**src/rtl/l1_memory_port_arbiter_pkg.sv**
```systemverilog
// Shared types for the L1 memory port arbiter: FSM states, master IDs and the
// request beat payload carried from either cache to the memory port.
package l1_mem_arb_pkg;

  localparam int L1_MEM_ARB_MAX_OUTSTANDING = 8;

  typedef enum logic [1:0] {
    IDLE       = 2'd0,
    GNT_INST   = 2'd1,
    GNT_DCACHE = 2'd2
  } arb_state_e;

  typedef enum logic {
    INST   = 1'b0,
    DCACHE = 1'b1
  } master_id_e;

  typedef struct packed {
    logic [1:0]  order;
    logic [3:0]  mask;
    logic        rw;
    logic [31:0] addr;
    logic [31:0] data;
  } mem_beat_t;

endpackage

```
**src/rtl/l1_memory_port_arbiter_if.sv**
```systemverilog
// Bundles for one L1 cache port and for the shared memory port. Signal prefixes
// (i/o) are named from the arbiter's point of view.
interface l1_cache_port_if;
  logic        iREQ;
  logic        oLOCK;
  logic [1:0]  iORDER;
  logic [3:0]  iMASK;
  logic        iRW;
  logic [31:0] iADDR;
  logic [31:0] iDATA;
  logic        oVALID;
  logic [63:0] oDATA;

  modport master (output iREQ, iORDER, iMASK, iRW, iADDR, iDATA,
                  input  oLOCK, oVALID, oDATA);
  modport slave  (input  iREQ, iORDER, iMASK, iRW, iADDR, iDATA,
                  output oLOCK, oVALID, oDATA);
endinterface

interface l1_mem_port_if;
  logic        oREQ;
  logic [1:0]  oORDER;
  logic [3:0]  oMASK;
  logic        oRW;
  logic [31:0] oADDR;
  logic [31:0] oDATA;
  logic        iLOCK;
  logic        iVALID;
  logic [63:0] iDATA;

  modport master (output oREQ, oORDER, oMASK, oRW, oADDR, oDATA,
                  input  iLOCK, iVALID, iDATA);
  modport slave  (input  oREQ, oORDER, oMASK, oRW, oADDR, oDATA,
                  output iLOCK, iVALID, iDATA);
endinterface

```
**src/rtl/l1_memory_port_arbiter_outstanding_cnt.sv**
```systemverilog
// Counts accepted-but-unanswered beats and flags responses that arrive with
// nothing outstanding (sticky until reset or clear).
module l1_mem_arb_outstanding_cnt #(
  parameter int P_MAX_OUTSTANDING = 8,
  parameter int P_CNT_W           = 4
) (
  input  logic               clk,
  input  logic               rst,
  input  logic               clear,
  input  logic               accept,
  input  logic               valid,
  output logic [P_CNT_W-1:0] cnt,
  output logic               full,
  output logic               zero_next,
  output logic               err
);

  logic [P_CNT_W-1:0] cnt_q, cnt_d;
  logic               err_q, err_d;
  logic               dec;

  // A response only retires a beat when one is actually outstanding.
  always_comb begin
    dec   = valid & (cnt_q != '0);
    cnt_d = cnt_q + P_CNT_W'(accept) - P_CNT_W'(dec);
    err_d = err_q | (valid & (cnt_q == '0));
  end

  always_ff @(posedge clk or posedge rst) begin
    if (rst) begin
      cnt_q <= '0;
      err_q <= 1'b0;
    end else if (clear) begin
      cnt_q <= '0;
      err_q <= 1'b0;
    end else begin
      cnt_q <= cnt_d;
      err_q <= err_d;
    end
  end

  assign cnt       = cnt_q;
  assign full      = (cnt_q == P_CNT_W'(P_MAX_OUTSTANDING));
  assign zero_next = (cnt_d == '0);
  assign err       = err_q;

endmodule

```
**src/rtl/l1_memory_port_arbiter.sv**
```systemverilog
// Round-robin owner of the single memory port shared by the L1 instruction and
// data caches; responses are steered back to whichever cache owns the port.
module l1_memory_port_arbiter
  import l1_mem_arb_pkg::*;
#(
  parameter int P_MAX_OUTSTANDING = L1_MEM_ARB_MAX_OUTSTANDING,
  parameter int P_CNT_W           = 4
) (
  input  logic           iCLOCK,
  input  logic           iRESET,
  input  logic           iRESET_SYNC,
  l1_cache_port_if.slave inst_if,
  l1_cache_port_if.slave dcache_if,
  l1_mem_port_if.master  mem_if,
  output logic           oPROTO_ERR
);

  arb_state_e         state_q, state_d;
  master_id_e         last_q, last_d;
  mem_beat_t          owner_beat;
  logic               owner_req, owner_lock, accept, rsp_live;
  logic               cnt_full, cnt_zero_next;
  logic [P_CNT_W-1:0] cnt;

  l1_mem_arb_outstanding_cnt #(
    .P_MAX_OUTSTANDING(P_MAX_OUTSTANDING),
    .P_CNT_W          (P_CNT_W)
  ) u_cnt (
    .clk      (iCLOCK),
    .rst      (iRESET),
    .clear    (iRESET_SYNC),
    .accept   (accept),
    .valid    (mem_if.iVALID),
    .cnt      (cnt),
    .full     (cnt_full),
    .zero_next(cnt_zero_next),
    .err      (oPROTO_ERR)
  );

  always_comb begin
    owner_req  = 1'b0;
    owner_beat = '0;
    case (state_q)
      GNT_INST: begin
        owner_req        = inst_if.iREQ;
        owner_beat.order = inst_if.iORDER;
        owner_beat.mask  = inst_if.iMASK;
        owner_beat.rw    = inst_if.iRW;
        owner_beat.addr  = inst_if.iADDR;
        owner_beat.data  = inst_if.iDATA;
      end
      GNT_DCACHE: begin
        owner_req        = dcache_if.iREQ;
        owner_beat.order = dcache_if.iORDER;
        owner_beat.mask  = dcache_if.iMASK;
        owner_beat.rw    = dcache_if.iRW;
        owner_beat.addr  = dcache_if.iADDR;
        owner_beat.data  = dcache_if.iDATA;
      end
      default: ;
    endcase
    // The cap looks at the registered count, so a slot freed this cycle opens next cycle.
    owner_lock = mem_if.iLOCK | cnt_full;
    accept     = owner_req & ~owner_lock;
    rsp_live   = mem_if.iVALID & (cnt != '0);
  end

  // Ownership is released only once the owner is quiet and nothing is left in flight.
  always_comb begin
    state_d = state_q;
    last_d  = last_q;
    case (state_q)
      IDLE: begin
        if (inst_if.iREQ && dcache_if.iREQ) begin
          if (last_q == INST) begin
            state_d = GNT_DCACHE;
            last_d  = DCACHE;
          end else begin
            state_d = GNT_INST;
            last_d  = INST;
          end
        end else if (inst_if.iREQ) begin
          state_d = GNT_INST;
          last_d  = INST;
        end else if (dcache_if.iREQ) begin
          state_d = GNT_DCACHE;
          last_d  = DCACHE;
        end
      end
      GNT_INST: begin
        if (!inst_if.iREQ && cnt_zero_next) begin
          if (dcache_if.iREQ) begin
            state_d = GNT_DCACHE;
            last_d  = DCACHE;
          end else begin
            state_d = IDLE;
          end
        end
      end
      GNT_DCACHE: begin
        if (!dcache_if.iREQ && cnt_zero_next) begin
          if (inst_if.iREQ) begin
            state_d = GNT_INST;
            last_d  = INST;
          end else begin
            state_d = IDLE;
          end
        end
      end
      default: state_d = IDLE;
    endcase
  end

  always_ff @(posedge iCLOCK or posedge iRESET) begin
    if (iRESET) begin
      state_q <= IDLE;
      last_q  <= INST;
    end else if (iRESET_SYNC) begin
      state_q <= IDLE;
      last_q  <= INST;
    end else begin
      state_q <= state_d;
      last_q  <= last_d;
    end
  end

  assign inst_if.oLOCK    = (state_q == GNT_INST)   ? owner_lock : 1'b1;
  assign dcache_if.oLOCK  = (state_q == GNT_DCACHE) ? owner_lock : 1'b1;
  assign inst_if.oVALID   = rsp_live & (state_q == GNT_INST);
  assign dcache_if.oVALID = rsp_live & (state_q == GNT_DCACHE);
  assign inst_if.oDATA    = mem_if.iDATA;
  assign dcache_if.oDATA  = mem_if.iDATA;

  assign mem_if.oREQ   = owner_req;
  assign mem_if.oORDER = owner_beat.order;
  assign mem_if.oMASK  = owner_beat.mask;
  assign mem_if.oRW    = owner_beat.rw;
  assign mem_if.oADDR  = owner_beat.addr;
  assign mem_if.oDATA  = owner_beat.data;

endmodule

```
**src/flat_wrapper.sv**
```systemverilog
// flat-port wrapper written by rule: the top's interface ports become plain ports
module l1_memory_port_arbiter_flat import l1_mem_arb_pkg::*;
#(
  parameter int P_MAX_OUTSTANDING = L1_MEM_ARB_MAX_OUTSTANDING,
  parameter int P_CNT_W           = 4
)
  (iCLOCK, iRESET, iRESET_SYNC, oPROTO_ERR, inst_if_iREQ, inst_if_iORDER, inst_if_iMASK, inst_if_iRW, inst_if_iADDR, inst_if_iDATA, inst_if_oLOCK, inst_if_oVALID, inst_if_oDATA, dcache_if_iREQ, dcache_if_iORDER, dcache_if_iMASK, dcache_if_iRW, dcache_if_iADDR, dcache_if_iDATA, dcache_if_oLOCK, dcache_if_oVALID, dcache_if_oDATA, mem_if_oREQ, mem_if_oORDER, mem_if_oMASK, mem_if_oRW, mem_if_oADDR, mem_if_oDATA, mem_if_iLOCK, mem_if_iVALID, mem_if_iDATA);
  l1_cache_port_if inst_if_i ();
  l1_cache_port_if dcache_if_i ();
  l1_mem_port_if mem_if_i ();
  input  logic iCLOCK;
  input  logic iRESET;
  input  logic iRESET_SYNC;
  output logic oPROTO_ERR;
  input wire logic [$bits(inst_if_i.iREQ)-1:0] inst_if_iREQ;
  input wire logic [$bits(inst_if_i.iORDER)-1:0] inst_if_iORDER;
  input wire logic [$bits(inst_if_i.iMASK)-1:0] inst_if_iMASK;
  input wire logic [$bits(inst_if_i.iRW)-1:0] inst_if_iRW;
  input wire logic [$bits(inst_if_i.iADDR)-1:0] inst_if_iADDR;
  input wire logic [$bits(inst_if_i.iDATA)-1:0] inst_if_iDATA;
  output wire logic [$bits(inst_if_i.oLOCK)-1:0] inst_if_oLOCK;
  output wire logic [$bits(inst_if_i.oVALID)-1:0] inst_if_oVALID;
  output wire logic [$bits(inst_if_i.oDATA)-1:0] inst_if_oDATA;
  input wire logic [$bits(dcache_if_i.iREQ)-1:0] dcache_if_iREQ;
  input wire logic [$bits(dcache_if_i.iORDER)-1:0] dcache_if_iORDER;
  input wire logic [$bits(dcache_if_i.iMASK)-1:0] dcache_if_iMASK;
  input wire logic [$bits(dcache_if_i.iRW)-1:0] dcache_if_iRW;
  input wire logic [$bits(dcache_if_i.iADDR)-1:0] dcache_if_iADDR;
  input wire logic [$bits(dcache_if_i.iDATA)-1:0] dcache_if_iDATA;
  output wire logic [$bits(dcache_if_i.oLOCK)-1:0] dcache_if_oLOCK;
  output wire logic [$bits(dcache_if_i.oVALID)-1:0] dcache_if_oVALID;
  output wire logic [$bits(dcache_if_i.oDATA)-1:0] dcache_if_oDATA;
  output wire logic [$bits(mem_if_i.oREQ)-1:0] mem_if_oREQ;
  output wire logic [$bits(mem_if_i.oORDER)-1:0] mem_if_oORDER;
  output wire logic [$bits(mem_if_i.oMASK)-1:0] mem_if_oMASK;
  output wire logic [$bits(mem_if_i.oRW)-1:0] mem_if_oRW;
  output wire logic [$bits(mem_if_i.oADDR)-1:0] mem_if_oADDR;
  output wire logic [$bits(mem_if_i.oDATA)-1:0] mem_if_oDATA;
  input wire logic [$bits(mem_if_i.iLOCK)-1:0] mem_if_iLOCK;
  input wire logic [$bits(mem_if_i.iVALID)-1:0] mem_if_iVALID;
  input wire logic [$bits(mem_if_i.iDATA)-1:0] mem_if_iDATA;
  assign inst_if_i.iREQ = inst_if_iREQ;
  assign inst_if_i.iORDER = inst_if_iORDER;
  assign inst_if_i.iMASK = inst_if_iMASK;
  assign inst_if_i.iRW = inst_if_iRW;
  assign inst_if_i.iADDR = inst_if_iADDR;
  assign inst_if_i.iDATA = inst_if_iDATA;
  assign inst_if_oLOCK = inst_if_i.oLOCK;
  assign inst_if_oVALID = inst_if_i.oVALID;
  assign inst_if_oDATA = inst_if_i.oDATA;
  assign dcache_if_i.iREQ = dcache_if_iREQ;
  assign dcache_if_i.iORDER = dcache_if_iORDER;
  assign dcache_if_i.iMASK = dcache_if_iMASK;
  assign dcache_if_i.iRW = dcache_if_iRW;
  assign dcache_if_i.iADDR = dcache_if_iADDR;
  assign dcache_if_i.iDATA = dcache_if_iDATA;
  assign dcache_if_oLOCK = dcache_if_i.oLOCK;
  assign dcache_if_oVALID = dcache_if_i.oVALID;
  assign dcache_if_oDATA = dcache_if_i.oDATA;
  assign mem_if_oREQ = mem_if_i.oREQ;
  assign mem_if_oORDER = mem_if_i.oORDER;
  assign mem_if_oMASK = mem_if_i.oMASK;
  assign mem_if_oRW = mem_if_i.oRW;
  assign mem_if_oADDR = mem_if_i.oADDR;
  assign mem_if_oDATA = mem_if_i.oDATA;
  assign mem_if_i.iLOCK = mem_if_iLOCK;
  assign mem_if_i.iVALID = mem_if_iVALID;
  assign mem_if_i.iDATA = mem_if_iDATA;
  l1_memory_port_arbiter #(.P_MAX_OUTSTANDING(P_MAX_OUTSTANDING), .P_CNT_W(P_CNT_W)) u_core (.iCLOCK(iCLOCK), .iRESET(iRESET), .iRESET_SYNC(iRESET_SYNC), .inst_if(inst_if_i), .dcache_if(dcache_if_i), .mem_if(mem_if_i), .oPROTO_ERR(oPROTO_ERR));
endmodule
```
**config.mk**
```make
export PLATFORM = sky130hd
export DESIGN_NAME = l1_memory_port_arbiter_flat
export DESIGN_NICKNAME = d
export VERILOG_FILES = /design/src/rtl/l1_memory_port_arbiter_pkg.sv /design/src/rtl/l1_memory_port_arbiter_if.sv /design/src/rtl/l1_memory_port_arbiter_outstanding_cnt.sv /design/src/rtl/l1_memory_port_arbiter.sv /design/src/flat_wrapper.sv
export SDC_FILE = /design/constraint.sdc
export NUM_CORES = 1
export LEC_CHECK = 0
export ABC_CLOCK_PERIOD_IN_PS = 4120
export CAP_MARGIN = 20
export CORE_AREA = 2 2 162 164
export CTS_CLUSTER_SIZE = 16
export DETAILED_ROUTE_END_ITERATION = 8
export DIE_AREA = 0 0 164 166
export HOLD_SLACK_MARGIN = 0.08
export REMOVE_ABC_BUFFERS = 1
export SLEW_MARGIN = 10
export SYNTH_ARGS = -nofsm -noshare
export SYNTH_HDL_FRONTEND = slang
export SYNTH_SLANG_ARGS = --single-unit
```
**constraint.sdc**
```tcl
create_clock -name iCLOCK -period 4.12 [get_ports iCLOCK]
set_input_delay 0.618 -clock iCLOCK [delete_from_list [all_inputs] [get_ports iCLOCK]]
set_output_delay 0.618 -clock iCLOCK [all_outputs]
set_load 0.005 [all_outputs]
```
==> results.sh <==
export IMPL_reg2reg_depth=15
export IMPL_cp_end_kind="flip-flop"
export IMPL_h_tree_depth=1
export IMPL_diodes=0
export IMPL_cts_setup_buffers=0
export IMPL_die_area_mm2=0.02722
export IMPL_yosysWarningCount=0
export IMPL_grt_pass1_vias=2991
export IMPL_setup_violations=0
export IMPL_yosys_area_top_type="buf_4"
export IMPL_utilization=0.1722
export IMPL_synth_compound_area_share=0.2510
export IMPL_syn2layout_area_growth_pct=63.92
export IMPL_drive_gt1_frac=0.02703
export IMPL_start_util=0.1051
export IMPL_startpoint_type="input pin"
export IMPL_syn_area_mm2=0.002691
export IMPL_timing_max_cap_violations=0
export IMPL_path_class="input pin to flip-flop"
export IMPL_wl_per_cell_um=26.84
export IMPL_ys_ff_latch=8
export IMPL_whs_path_depth=2
export IMPL_arrival_ns=3.82
export IMPL_hold_path_class="flip-flop to flip-flop"
export IMPL_hold_viol_final=0
export IMPL_drt_iter0_drc=150
export IMPL_die_h_um=166
export IMPL_synth_cells=367
export IMPL_synthAdderAreaFrac=0.05393
export IMPL_yosys_area_share_simple=0.2083
export IMPL_cts_sinks=8
export IMPL_synthDistinctLibCells=30
export IMPL_synthTopCellsByArea="buf_4 (36%), a22oi_1 (20%), nor2b_1 (17%)"
export IMPL_via_per_inst=3.917
export IMPL_muxShareOfSynthArea=0
export IMPL_hold_buffers=0
export IMPL_ys_top_cells_by_count="buf_4 (128), nor2b_1 (72), a22oi_1 (71)"
export IMPL_synth_most_common_cell="buf_4"
export IMPL_asyncSetResetFlopFracSynth=1.000
export IMPL_max_slew_margin=0.3984
export IMPL_firstDrtPassIters=4
export IMPL_cts_buffers=3
export IMPL_fmax_ghz=0.2711
export IMPL_cts_resized=0
export IMPL_grt_pass1_wl_mm=26.86
export IMPL_critical_path_peak_fanout=6
export IMPL_fin_crit_ns=3.689
export IMPL_avgSynthCellArea_um2=7.333
export IMPL_route_detailed_drc=0
export IMPL_ys_seq_area_frac=0.07438
export IMPL_setup_tns_ns=0
export IMPL_cts_tree="done"
export IMPL_final_nets=670
export IMPL_timing_final_crit_share=0.8953
export IMPL_detail_route_wirelength_mm=20.91
export IMPL_peakVddDrop_v=0.0002956
export IMPL_synth_xor_area_frac=0.003254
export IMPL_grt_max_degree=79
export IMPL_rsz0062_at_grt="no"
export IMPL_place_detailed_hpwl_mm=16.94
export IMPL_powerDensity_mw_per_mm2=383.4
export IMPL_antenna_left=0
export IMPL_synth_top_area_frac=0.3570
export IMPL_gp_congestion=0.7405
export IMPL_vias=3051
export IMPL_p_leak_nw=1.354
export IMPL_synthFlopType="dfrtp_1"
export IMPL_antenna_found_initial=1
export IMPL_grtUsageTotal=0.1449
export IMPL_maxSlewViolCount=0
export IMPL_synth_top_family_by_area="buffers and inverters"
export IMPL_worst_slew_pin_slew_ns=0.9024
export IMPL_gr_total_overflow=0
export IMPL_chipWidth_um=164
export IMPL_path_clk_slew_ns=0.04
export IMPL_required_ns=4.25
export IMPL_power_w=0.001691
export IMPL_num_rows=59
export IMPL_io_buffer_count=225
export IMPL_worst_clock_skew_ns=0.004558
export IMPL_ios=418
export IMPL_synth_edf_count=0
export IMPL_cts_max_path_buffers=2
export IMPL_core_mm2=0.02562
export IMPL_status="finished, final reports clean"
export IMPL_clkLatencyLatePin_ns=0.23
export IMPL_root_buffer="clkbuf_16"
## metrics by stage
step,setup slack (ns),instances,cell area [µm²],hold WS (ns)
2_1_floorplan,-0.4609,212,1628,0.4337
3_3_place_gp,0.3128,776,4337,0.5116
3_5_place_dp,0.1625,776,4337,0.5036
4_1_cts,0.4106,779,4412,0.5110
5_1_grt,0.2417,779,4412,0.5210
6_report,0.4314,779,4412,0.5007
## critical path: stages
cell and delay, ns:
clkdlybuf4s50_1 0.55, a22o_1 0.21, and2_1 0.18, nand2_1 0.06, ha_1 0.27, inv_1 0.06
ha_1 0.15, inv_1 0.05, fa_1 0.37, xor2_1 0.20, nand3b_1 0.10, o32a_1 0.35
or4_4 0.50, o32ai_1 0.14
## cells by family after synthesis
group	count (synthesis)
simple gates	91
flops	8
compound gates	91
fa+ha+maj	11
xor+xnor	1
buf+inv	165
## sequential cells by signal, summed over array words and instances, names as in the netlist
signal	count
u_core.state_q	2
u_core.u_cnt.cnt	4
u_core.u_cnt.err	1
u_core.last_q	1
## cells in the final DEF (no fill, tap or decap)
cell             instances
a21boi_0                 4
ha_1                     7
fa_1                     1
nor2_1                   5
clkbuf_16                3
o32a_1                   1
or4_4                    1
dfrtp_1                  8
a21oi_1                  3
a31oi_1                  1
buf_4                    4
ha_2                     3
inv_1                   10
nand2b_1                 1
nand4bb_1                1
nand3_1                  1
o21ba_2                  1
nand2_1                  4
clkdlybuf4s50_1        225
a211oi_1                 1
nand3b_1                 2
o21ai_0                  4
a22oi_1                 71
nor2b_1                 72
o32ai_1                  3
a2111oi_0                1
and2_1                   3
a22o_1                   1
and3b_1                  1
xor2_1                   1
## power breakdown
group | internal (W) | switching, W
Combinational | 0.000735 | 0.000661
Sequential | 0.000108 | 0.0000232
Clock | 0.000125 | 0.0000386
## layer usage
layer	vias up	global-route usage	share of wire
met3	20	0.1434	0.22
met4	9	0.02098	0.0065
met1	1402	0.1495	0.36
met2	337	0.2064	0.40
met5	-	0.07818	0.011
li1	1283	-	-
## path summary, 6_finish.rpt
check	start	end	slack (ns)
worst max-delay path	dcache_if_iREQ	u_core.state_q[0]	0.43
worst min-delay path	u_core.u_cnt.err	u_core.u_cnt.err	0.50
worst max register to register	u_core.state_q[0]	u_core.state_q[0]	0.68
worst min register to register	u_core.u_cnt.err	u_core.u_cnt.err	0.50
max in group asynchronous	iRESET	u_core.u_cnt.err	3.21
min in group asynchronous	iRESET	u_core.last_q	0.66
## area by class of cell
| type | count | area [µm²] |
|---|---|---|
| clock buffer | 3 | 75.07 |
| sequential | 8 | 200.2 |
| multi-input combinational | 194 | 1398 |
| timing repair buffer | 229 | 2282 |
| tap | 335 | 419.2 |
| inverter | 10 | 37.54 |
| fill | 2868 | 21200 |
Power figures use the tool's default switching activity.
